File: src/rtl/cdb_pkg.sv
// Shared types and default sizing for the common data bus producer.
// The broadcaster takes its parameter defaults from here.
package cdb_pkg;

    localparam int NUM_FU = 4;
    localparam int TAG_W  = 4;
    localparam int DATA_W = 32;

    typedef struct packed {
        logic [TAG_W-1:0]  tag;
        logic [DATA_W-1:0] data;
    } cdb_entry_t;

    // Advance an index by one, wrapping at n.
    function automatic int wrap_inc(input int idx, input int n);
        return (idx + 1 >= n) ? 0 : idx + 1;
    endfunction

endpackage

File: src/rtl/rr_arbiter.sv
// Combinational round-robin arbiter: grants the first asserted request at or
// after ptr_i, wrapping modulo NUM_REQ. Also used by the issue-select logic.
module rr_arbiter #(
    parameter  int NUM_REQ = 4,
    localparam int IDX_W   = (NUM_REQ > 1) ? $clog2(NUM_REQ) : 1
) (
    input  logic [NUM_REQ-1:0] req_i,
    input  logic [IDX_W-1:0]   ptr_i,
    output logic [NUM_REQ-1:0] grant_o,
    output logic [IDX_W-1:0]   grant_idx_o,
    output logic               any_grant_o
);

    localparam logic [IDX_W:0] N_W = (IDX_W + 1)'(NUM_REQ);

    // cand_idx[k] is the k-th index visited when scanning from ptr_i.
    logic [IDX_W-1:0] cand_idx [NUM_REQ];

    generate
        for (genvar gi = 0; gi < NUM_REQ; gi++) begin : g_cand
            logic [IDX_W:0] sum;
            assign sum          = {1'b0, ptr_i} + (IDX_W + 1)'(gi);
            assign cand_idx[gi] = (sum >= N_W) ? IDX_W'(sum - N_W) : sum[IDX_W-1:0];
        end
    endgenerate

    always_comb begin
        grant_o     = '0;
        grant_idx_o = '0;
        any_grant_o = 1'b0;
        for (int k = 0; k < NUM_REQ; k++) begin
            if (!any_grant_o && req_i[cand_idx[k]]) begin
                any_grant_o          = 1'b1;
                grant_idx_o          = cand_idx[k];
                grant_o[cand_idx[k]] = 1'b1;
            end
        end
    end

endmodule

File: src/rtl/cdb_broadcaster.sv
// CDB producer: one holding buffer per functional unit, round-robin select,
// and a registered (tag, data, src) broadcast of one result per cycle.
module cdb_broadcaster #(
    parameter  int NUM_FU = cdb_pkg::NUM_FU,
    parameter  int TAG_W  = cdb_pkg::TAG_W,
    parameter  int DATA_W = cdb_pkg::DATA_W,
    localparam int SRC_W  = $clog2(NUM_FU)
) (
    input  logic                           clk_in,
    input  logic                           rst_in,
    input  logic                           flush_in,
    input  logic [NUM_FU-1:0]              fu_valid_in,
    input  logic [NUM_FU-1:0][TAG_W-1:0]   fu_tag_in,
    input  logic [NUM_FU-1:0][DATA_W-1:0]  fu_data_in,
    output logic [NUM_FU-1:0]              fu_ready_out,
    output logic                           cdb_valid_out,
    output logic [TAG_W-1:0]               cdb_tag_out,
    output logic [DATA_W-1:0]              cdb_data_out,
    output logic [SRC_W-1:0]               cdb_src_out
);

    import cdb_pkg::*;

    typedef struct packed {
        logic [TAG_W-1:0]  tag;
        logic [DATA_W-1:0] data;
    } buf_entry_t;

    logic [NUM_FU-1:0] full_q, full_d;
    buf_entry_t        buf_q [NUM_FU];
    buf_entry_t        buf_d [NUM_FU];
    logic [SRC_W-1:0]  rr_ptr_q, rr_ptr_d;

    logic              cdb_valid_q, cdb_valid_d;
    logic [TAG_W-1:0]  cdb_tag_q, cdb_tag_d;
    logic [DATA_W-1:0] cdb_data_q, cdb_data_d;
    logic [SRC_W-1:0]  cdb_src_q, cdb_src_d;

    logic [NUM_FU-1:0] grant;
    logic [SRC_W-1:0]  grant_idx;
    logic              any_grant;
    logic [NUM_FU-1:0] accept;
    logic              fire;

    rr_arbiter #(
        .NUM_REQ (NUM_FU)
    ) u_arb (
        .req_i       (full_q),
        .ptr_i       (rr_ptr_q),
        .grant_o     (grant),
        .grant_idx_o (grant_idx),
        .any_grant_o (any_grant)
    );

    // A granted buffer empties this edge, so it may be refilled in the same cycle.
    assign fu_ready_out = ~full_q | grant;
    assign accept       = fu_valid_in & fu_ready_out;
    assign fire         = any_grant & ~flush_in;

    always_comb begin
        full_d = full_q;
        for (int i = 0; i < NUM_FU; i++) begin
            buf_d[i] = buf_q[i];
            if (flush_in) begin
                full_d[i] = 1'b0;
            end else if (accept[i]) begin
                full_d[i]     = 1'b1;
                buf_d[i].tag  = fu_tag_in[i];
                buf_d[i].data = fu_data_in[i];
            end else if (grant[i]) begin
                full_d[i] = 1'b0;
            end
        end
    end

    always_comb begin
        cdb_valid_d = fire;
        cdb_tag_d   = cdb_tag_q;
        cdb_data_d  = cdb_data_q;
        cdb_src_d   = cdb_src_q;
        rr_ptr_d    = rr_ptr_q;
        if (fire) begin
            cdb_tag_d  = buf_q[grant_idx].tag;
            cdb_data_d = buf_q[grant_idx].data;
            cdb_src_d  = grant_idx;
            rr_ptr_d   = SRC_W'(wrap_inc(int'(grant_idx), NUM_FU));
        end
    end

    always_ff @(posedge clk_in or posedge rst_in) begin
        if (rst_in) begin
            full_q      <= '0;
            rr_ptr_q    <= '0;
            cdb_valid_q <= 1'b0;
            cdb_tag_q   <= '0;
            cdb_data_q  <= '0;
            cdb_src_q   <= '0;
            for (int i = 0; i < NUM_FU; i++) begin
                buf_q[i] <= '0;
            end
        end else begin
            full_q      <= full_d;
            rr_ptr_q    <= rr_ptr_d;
            cdb_valid_q <= cdb_valid_d;
            cdb_tag_q   <= cdb_tag_d;
            cdb_data_q  <= cdb_data_d;
            cdb_src_q   <= cdb_src_d;
            for (int i = 0; i < NUM_FU; i++) begin
                buf_q[i] <= buf_d[i];
            end
        end
    end

    assign cdb_valid_out = cdb_valid_q;
    assign cdb_tag_out   = cdb_tag_q;
    assign cdb_data_out  = cdb_data_q;
    assign cdb_src_out   = cdb_src_q;

endmodule

File: config.mk
export PLATFORM = sky130hd
export DESIGN_NAME = cdb_broadcaster
export DESIGN_NICKNAME = d
export VERILOG_FILES = /design/src/rtl/cdb_pkg.sv /design/src/rtl/rr_arbiter.sv /design/src/rtl/cdb_broadcaster.sv
export SDC_FILE = /design/constraint.sdc
export NUM_CORES = 1
export LEC_CHECK = 0
export BUFFER_PORTS_ARGS = -buffer_cell sky130_fd_sc_hd__buf_2
export CORE_MARGIN = 3
export CORE_UTILIZATION = 59
export CTS_CLUSTER_SIZE = 8
export DETAILED_ROUTE_END_ITERATION = 10
export PLACE_DENSITY = 0.9
export SLEW_MARGIN = 20
export SYNTH_ARGS = -nofsm -noshare
export SYNTH_HDL_FRONTEND = slang
export SYNTH_HIERARCHICAL = 1
export SYNTH_SLANG_ARGS = --single-unit
export TNS_END_PERCENT = 1
File: constraint.sdc
create_clock -name clk_in -period 11.4 [get_ports clk_in]
set_input_delay 1.14 -clock clk_in [delete_from_list [all_inputs] [get_ports clk_in]]
set_output_delay 1.14 -clock clk_in [all_outputs]
set_load 0.05 [all_outputs]
---- Word-level counts from Yosys, hierarchy flattened ----
Index checks and enable logic that the tools add are counted.
storage, ports and cells
  register bits ........................... 189
  latch bits .............................. 0
  bits in writable memories ............... 0
  bits in read-only memories .............. 0
  input bits .............................. 151
  output and inout bits ................... 43
  word-level logic and storage cells ...... 114
  memories ................................ 0
cells by class
  $add $sub $neg .......................... 8
  $mul .................................... 0
  divide/modulo/power cells ............... 0
  $lt $le $gt $ge ......................... 14
  equality and inequality tests ........... 0
  shifts and indexed selects .............. 0
  mux-type cells .......................... 48
  bitwise logic cells ..................... 9
  reductions and logical operators ........ 18
operators by type and width
  kind                                                                                  number
  36-bit binary-select mux with 2-bit select                                            1
  36-bit two-way mux                                                                    2
  1-bit two-way mux                                                                     24
  2-bit two-way mux                                                                     9
  4-bit two-way mux                                                                     4
  4-bit bitwise OR                                                                      4
  3-bit greater-or-equal comparator (second input constant)                             5
  2-bit by 3-bit less-than comparator with 1-bit output (second input constant)         4
  3-bit nonzero test                                                                    4
  1-bit binary-select mux with 2-bit select                                             4
  1-bit demux with 2-bit select                                                         4
  2-bit by 1-bit greater-or-equal comparator with 1-bit output (second input constant)  4
  2-bit AND reduction                                                                   4
  2-bit by 1-bit subtractor with 2-bit output (second input constant)                   4
  1-bit logical AND                                                                     7
  2-bit by 1-bit adder with 3-bit output (second input constant)                        2
  2-bit by 2-bit adder with 3-bit output (second input constant)                        2
  4-bit bitwise AND                                                                     1
  4-bit NOT                                                                             1
  2-bit by 3-bit greater-or-equal comparator with 1-bit output (second input constant)  1
  1-bit logical NOT                                                                     3
  2-bit NOT with 3-bit output                                                           1
  1-bit bitwise AND                                                                     1
  1-bit NOT                                                                             1

---- Logic depth before layout (Yosys ltp) ----
Gate-level depths: netlist (run 1).
  depth in word-level cells ............... 18
  depth in mapped cells ................... 14
  depth with buffers taken out ............ 9

---- Cells and area by module ----
Netlist (run 1), hierarchy kept.
modules (own cells, without submodules)
  module           times used  cells an instance  area an instance (um2)
  cdb_broadcaster  1           550                8240.4
  rr_arbiter       1           45                 421.7

---- Worst setup path before layout (run 1) ----
No wires, ideal clock.
  path type ............................... register to output
  from .................................... register rr_ptr_q[0]
  to ...................................... output port fu_ready_out[0]
  arrival time ............................ 2.296 ns
  path slack .............................. 7.964 ns
  stages on the path, launching flop included .. 11
  buffers on the path ..................... 2
  cell sequence ........................... dfrtp_1 -> buf_6 -> inv_1 -> ha_1 -> mux4_2 -> buf_6 -> nor4b_4 -> a22oi_1 -> o21ai_0 -> nor2b_2 -> inv_1
between the ends
  longest elaborated chain between the ends .. 15
ends and longest elaborated chain
  item                                                                             line                    RTL
  start: declaration                                                               cdb_broadcaster.sv:32   logic [SRC_W-1:0] rr_ptr_q, rr_ptr_d;
  start signal: assignment                                                         cdb_broadcaster.sv:103  rr_ptr_q <= rr_ptr_d;
  branches (longest 13 deep; another with 2-bit by 1-bit adder with 3-bit output)  n/a
  4-bit two-way mux *                                                              rr_arbiter.sv:32        if (!any_grant_o && req_i[cand_idx[k]]) begin
  net grant[0]                                                                     cdb_broadcaster.sv:39   logic [NUM_FU-1:0] grant;
  4-bit bitwise OR *                                                               cdb_broadcaster.sv:56   assign fu_ready_out = ~full_q | grant;
  end: declaration                                                                 cdb_broadcaster.sv:15   output logic [NUM_FU-1:0] fu_ready_out,
Mark *: on every way through the listed nets, which the timed path passes. The select of a mux whose other input is x is not followed.

---- Final worst setup path (run 1) ----
  from .................................... register rr_ptr_q[0]
  to ...................................... output port fu_ready_out[3]
The elaborated chain is that of the path after synthesis.

==> impl_results.md, run 1 <==
- Rel. slew slack: 0.370
- R2r setup slk: between 7 and 8 ns
- Core ar.: around 0.014 mm^2
- Routed WL: ~20 mm
- Most numerous cell in the Yosys netlist: dfrtp_1
- Gp weighted congestion: between 0.8 and 0.9
- Worst Setup SP: rr_ptr_q[0]
- MaxCap Viol Count: 0
- First-pass GRT wire length: between 30 and 40 mm
- Reg2Reg Launch Point: rr_ptr_q[0]
- Largest net degree at the start of global routing: between 90 and 100
- Reg2reg end: cdb_data_out[1]
- Pwr dens: ~330 mW/mm^2
- RSZ-0062 raised after global routing: no
- Crit path DAT: roughly 3.2 ns
- Post-synth EDFFs: 0
- Drt initial violations: 371
- Grt total ovfl: 0
- Crit path max fanout: 14
- Dpl cell area: 0.00962 mm^2
- CTS buffer count: 17
- Sequential area share after synthesis: 0.546
- Crit-path max cell delay: 0.66 ns
- Worst-Margin Slew: 0.944 ns
- Clk root buf: clkbuf_16
- Commonest cells post-synth: dfrtp_1, mux2_2, mux2i_1, nand2_1, o221ai_2
- Sink Count: 189
- Starting Density: 0.615
- Via density: 5.93
- Resize count post-CTS: 0
- Required time worst endpoint: about 10 ns
- Most numerous cell on the critical path: inv_1
- Post-synthesis register bit count: 189
- Dominant cell type by area after synthesis: dfrtp_1
- IO Port Bufs: around 190
- Synthesized Nets: 752
- Crit path time final: ~4.4 ns
- Crit-path cells: inv_1 -> ha_1 -> mux4_2 -> nor4b_4 -> a22oi_1 -> o21ai_0 -> nor2b_2 -> inv_1 -> buf_2
- Mapped Area: roughly 0.0087 mm^2
- Kind of critical path: flip-flop to primary output
- Die Ht: roughly 130 um
- Hold Fails Final Rpt: 0
- Total number of vias: between 5k and 6k
- GRT Total Usage: 0.258
- Synth unique cells: 31
- Post-route ant nets: 0
- Status: complete, no violations
- Final instance area: 0.0103 mm^2
- DRC: 0
- VDD IR-drop max: 0.000195 V
- Wire per inst: 21.0 um
- Slowest cell on crit path: dfrtp_1
- Cells after Synth: 595
- Ys Warns: 6
- Layout cell share with drive strength beyond 1: 0.542
- Crit. End Element: primary output
- Hold-fix buffers, CTS: 0
- Final setup fails: 0
- Static Leak: 4.69 nW
- Setup TNS: 0 ns
- Synth top area cells: dfrtp_1, mux2_2, mux2i_1
- HP Class: flip-flop to flip-flop
- Pins Over Slew Limit: 0
- FP Rows: between 40 and 50
- Worst reg2reg path depth: 8
- Setup Fix Bufs, Post-CTS: 0
- Post-DP HPWL: approximately 14 mm
- Worst-Skew Late Latency: 0.44 ns
- Vias in the first global route: just over 6k
- Post-synth top flop: dfrtp_1
- Top cell type's share of synthesized area: 0.546
- Detailed Routing Iterations Pass 1: 4
- Max Freq: 229 MHz
- Initial antenna violation count: 3
- Fin cells: 972
- Worst clock skew: 0.0157 ns
- Clock Path Buffers: 2
- H-tree depth: 4
- # IOs: roughly 190
- DP Cell Count: approximately 940
- Area growth, synth to finish: 18.5%
- CTS clock-pin slew for the worst setup and hold paths: 0.07 ns
- Avg Cell Area, Syn: about 15 um^2
- Final nets: 934
- Final worst-path cycle share: 0.383
- Critical Path Start Type: flip-flop
- Die area: 0.0162 mm^2
- Die width: between 100 and 150 um
- Crit path to: fu_ready_out[3]
- TritonCTS clock tree: built
- Async set-reset flop share out of synthesis: 1.00
metal layers:
| layer | share of wire | track usage |
|---|---|---|
| met3 | 0.073 | 0.0773 |
| met2 | 0.51 | 0.428 |
| met4 | 0.024 | 0.0953 |
| met1 | 0.39 | 0.322 |
| met5 | 0.00034 | 0 |
cell type report:
class / count / area, um^2
Sequential cell: 189 / 4730
Clock inverter: 13 / 183
Antenna cell: 2 / 5.00
Fill cell: 899 / 3830
Timing Repair Buffer: 203 / 1040
Inverter: 9 / 43.8
Tap cell: 180 / 225
Clock buffer: 19 / 453
Multi-Input combinational cell: 357 / 3580
registers in the layout, summed over array words and instances, names as in the netlist:
name,cells
cdb_tag_out,4
cdb_data_out,32
cdb_valid_out,1
buf_q,144
full_q,4
cdb_src_out,2
rr_ptr_q,2
kinds of logic (layout without fill, tap and decap cells):
family,Yosys count,in the layout,share of synthesized area
buffers and inverters,49,244,0.0448
DFF,189,189,0.546
adders and majority gates,6,6,0.00867
muxes,223,223,0.285
and+or+nand+nor,74,74,0.0426
AOI/OAI and AO/OA,54,54,0.0727
other,0,2,0
cell usage in the layout, fill, tap and decap left out, types with 2 or more instances in the layout:
master	count
buf_2	193
dfrtp_1	189
mux2_2	145
mux2i_1	74
nand2_1	45
o221ai_2	30
clkbuf_16	17
nor2_1	11
buf_4	9
a22oi_1	8
o221ai_1	7
inv_1	7
ha_1	6
o21ai_0	5
clkinv_4	4
nor2b_2	4
nor3b_2	4
inv_6	4
bufinv_16	3
diode_2	2
nand2b_4	2
o31ai_1	2
clkbuf_8	2
mux4_2	2
mux4_1	2
nand2b_1	2
worst max-delay path: cells and delay by family (launching register included):
family	cells	cell delay, ns
AO/OA/AOI/OAI	2	0.26
adder cells (fa/ha/maj)	1	0.40
buffers and inverters	3	0.50
flip-flops	1	0.66
multiplexers	1	0.44
AND/OR/NAND/NOR	2	0.51
power breakdown:
group          total, mW  leakage (nW)  internal (mW)  switching, mW
Sequential          1.12          2.25          0.947          0.172
Clock              0.630         0.309          0.363          0.267
Combinational       1.60          2.13          0.647          0.958
metrics by stage:
stage / hold WS, ns / setup WS [ns] / util / power [mW]
after floorplan: 0.480 / 5.12 / - / 2.41
after global placement: 0.470 / 7.67 / 0.682 / 2.63
after detailed placement: 0.471 / 7.31 / 0.682 / 2.73
after CTS: 0.490 / 7.05 / 0.727 / 3.37
after global routing: 0.519 / 6.80 / 0.728 / 3.53
final: 0.489 / 7.04 / 0.728 / 3.35
how the worst min path moves through the flow:
stage | startpoint | to | slack (ns) | cells after the start
after floorplan | buf_q[102] | buf_q[102] | 0.48 | 1
after global routing | buf_q[86] | buf_q[86] | 0.52 | 1
after detailed placement | cdb_data_out[9] | cdb_data_out[9] | 0.47 | 2
final | cdb_data_out[9] | cdb_data_out[9] | 0.49 | 2
after global placement | cdb_data_out[7] | cdb_data_out[7] | 0.47 | 2
after CTS | cdb_data_out[9] | cdb_data_out[9] | 0.49 | 2
Power figures use the tool's default switching activity.
==> run 2, diff against run 1 <==
- CORE_UTILIZATION: 59 -> 54
- PLACE_DENSITY: 0.9 -> 0.84
- clock period: 11.4 -> 4.4 ns (I/O delays scaled with it)
==> run 2 against run 1 <==
Against the previous run:
- count of clock-buffer cells in the layout stayed put
- largest power group unchanged
- first-iteration DRC count down 1.9%
- critical path depth is 1 lower
- flip-flop and latch count stayed put
- power grew to 2.5 times the previous value
==> impl_results.md, run 2 (synthesis results as in run 1) <==
- Met3 usage: 0.0650
- Pwr dens: 831 mW/mm^2
- # IOs: 194
- DRC: 0
- Critical Path Start Type: flip-flop
- Die area: between 0.015 and 0.02 mm^2
- Reg2reg end: cdb_data_out[14]
- Resize count post-CTS: 0
- Via density: ~5.7
- Layout cell share with drive strength beyond 1: 0.543
- CTS clock-pin slew for the worst setup and hold paths: around 0.070 ns
- Max Freq: approximately 260 MHz
- Post-route ant nets: 0
- Busiest layer in global routing: met2
- Gp weighted congestion: between 0.9 and 1
- Required time worst endpoint: between 4 and 5 ns
- Setup Fix Bufs, Post-CTS: 0
- Worst reg2reg path depth: 8
- Final nets: 939
- Crit path max fanout: 46
- Kind of critical path: flip-flop to flip-flop
- Commonest cells after routing, fill and taps aside: buf_2, dfrtp_1, mux2_2, mux2i_1, nand2_1
- Hold Fails Final Rpt: 0
- Routed WL: 20.5 mm
- Die width: 133 um
- MaxCap Viol Count: 0
- Setup TNS: 0 ns
- Static Leak: 4.67 nW
- Worst-Margin Slew: 0.872 ns
- Dpl cell area: approximately 0.01 mm^2
- H-tree depth: 4
- Status: complete, no violations
- GRT Total Usage: 0.242
- Sink Count: 189
- Area growth, synth to finish: 18.8%
- Worst Setup SP: rr_ptr_q[0]
- Core ar.: ~0.015 mm^2
- Die Ht: 133 um
- Final worst-path cycle share: 0.882
- Total number of vias: 5,707
- HP Class: input pin to asynchronous set/reset pin
- Met1 Use GR: 0.306
- Commonest non-fill, non-tap cell in the layout: buf_2
- Largest net degree at the start of global routing: 85
- Crit path time final: 3.88 ns
- Rel. slew slack: 0.418
- Final instance area: 0.0103 mm^2
- Slowest cell on crit path: a32o_4
- R2r setup slk: slightly above 0.5 ns
- Grt total ovfl: 0
- Register with the most flip-flops: buf_q
- CTS buffer count: 17
- Drt initial violations: 364
- Crit-path cells: inv_1 -> ha_1 -> mux4_2 -> nor3_1 -> a32o_4 -> buf_4 -> mux2i_1 -> o221ai_2
- Worst-Skew Late Latency: 0.43 ns
- IO Port Bufs: 193
- Starting Density: 0.561
- Post-DP HPWL: between 10 and 15 mm
- Met2 Use GR: 0.405
- Final setup fails: 0
- TritonCTS clock tree: built
- Detailed Routing Iterations Pass 1: 4
- Crit-path max cell delay: 0.86 ns
- First-pass GRT wire length: 33.4 mm
- Wire per inst: 20.3 um
- Pins Over Slew Limit: 0
- Crit path to: cdb_data_out[14]
- Reg2Reg Launch Point: rr_ptr_q[0]
- FP Rows: 45
- Max FFs per register: approximately 140
- Clock Path Buffers: 2
- Clk root buf: clkbuf_16
- Worst clock skew: ~0.0065 ns
- RSZ-0062 raised after global routing: no
- Crit path DAT: 4.18 ns
- Initial antenna violation count: 2
- Crit. End Element: flip-flop
- Vias in the first global route: 6,356
- VDD IR-drop max: 0.000475 V
- Hold-fix buffers, CTS: 0
==> run 2: metal layers <==
layer	wire (um)	vias to the layer above
met2	10200	200
met1	8510	2905
met4	463	2
li1	-	2554
met3	1240	46
met5	13	-
==> run 2: per-stage QoR <==
| step | util | hold WS (ns) | setup slack [ns] | instances | power, mW |
|---|---|---|---|---|---|
| 3_3_place_gp | 0.631 | 0.465 | 0.859 | 974 | 6.90 |
| 6_report | 0.667 | 0.172 | 0.519 | 1007 | 8.55 |
| 4_1_cts | 0.667 | 0.188 | 0.536 | 1006 | 8.60 |
| 2_1_floorplan | - | 0.480 | 1.47 | 595 | 6.25 |
| 3_5_place_dp | 0.631 | 0.470 | 0.539 | 974 | 7.12 |
| 5_1_grt | 0.667 | 0.215 | 0.256 | 1007 | 9.03 |
==> run 2: layout make-up <==
type,instances,area [um^2]
repair buffers,208,1120
multi-input cells,357,3580
clock buffers,19,443
flip-flops and latches,189,4730
well taps,211,264
clock inverters,13,115
diodes,1,2.50
fillers,1111,5140
inverters,9,42.5
==> run 2: worst min path at each step <==
stage / from / to / slack (ns) / cells past startpoint
after CTS: rst_in / buf_q[3] / 0.19 / 2
after floorplan: buf_q[102] / buf_q[102] / 0.48 / 1
final: rst_in / buf_q[34] / 0.17 / 2
after global routing: fu_data_in[34] / buf_q[74] / 0.21 / 2
after detailed placement: cdb_data_out[6] / cdb_data_out[6] / 0.47 / 2
after global placement: cdb_src_out[0] / cdb_src_out[0] / 0.46 / 2
==> run 2: worst max-delay path: cells and delay by family, from the launching register on <==
family	cells	cell delay, ns
AOI/OAI and AO/OA	2	0.99
muxes	2	0.74
DFF	1	0.66
buffers and inverters	2	0.56
adders and majority gates	1	0.39
and+or+nand+nor	1	0.36
==> run 2: power breakdown <==
group          total, mW  switching, mW  internal, mW
sequential          2.89          0.432          2.45
clock               1.44          0.688         0.751
combinational       4.22           2.50          1.72
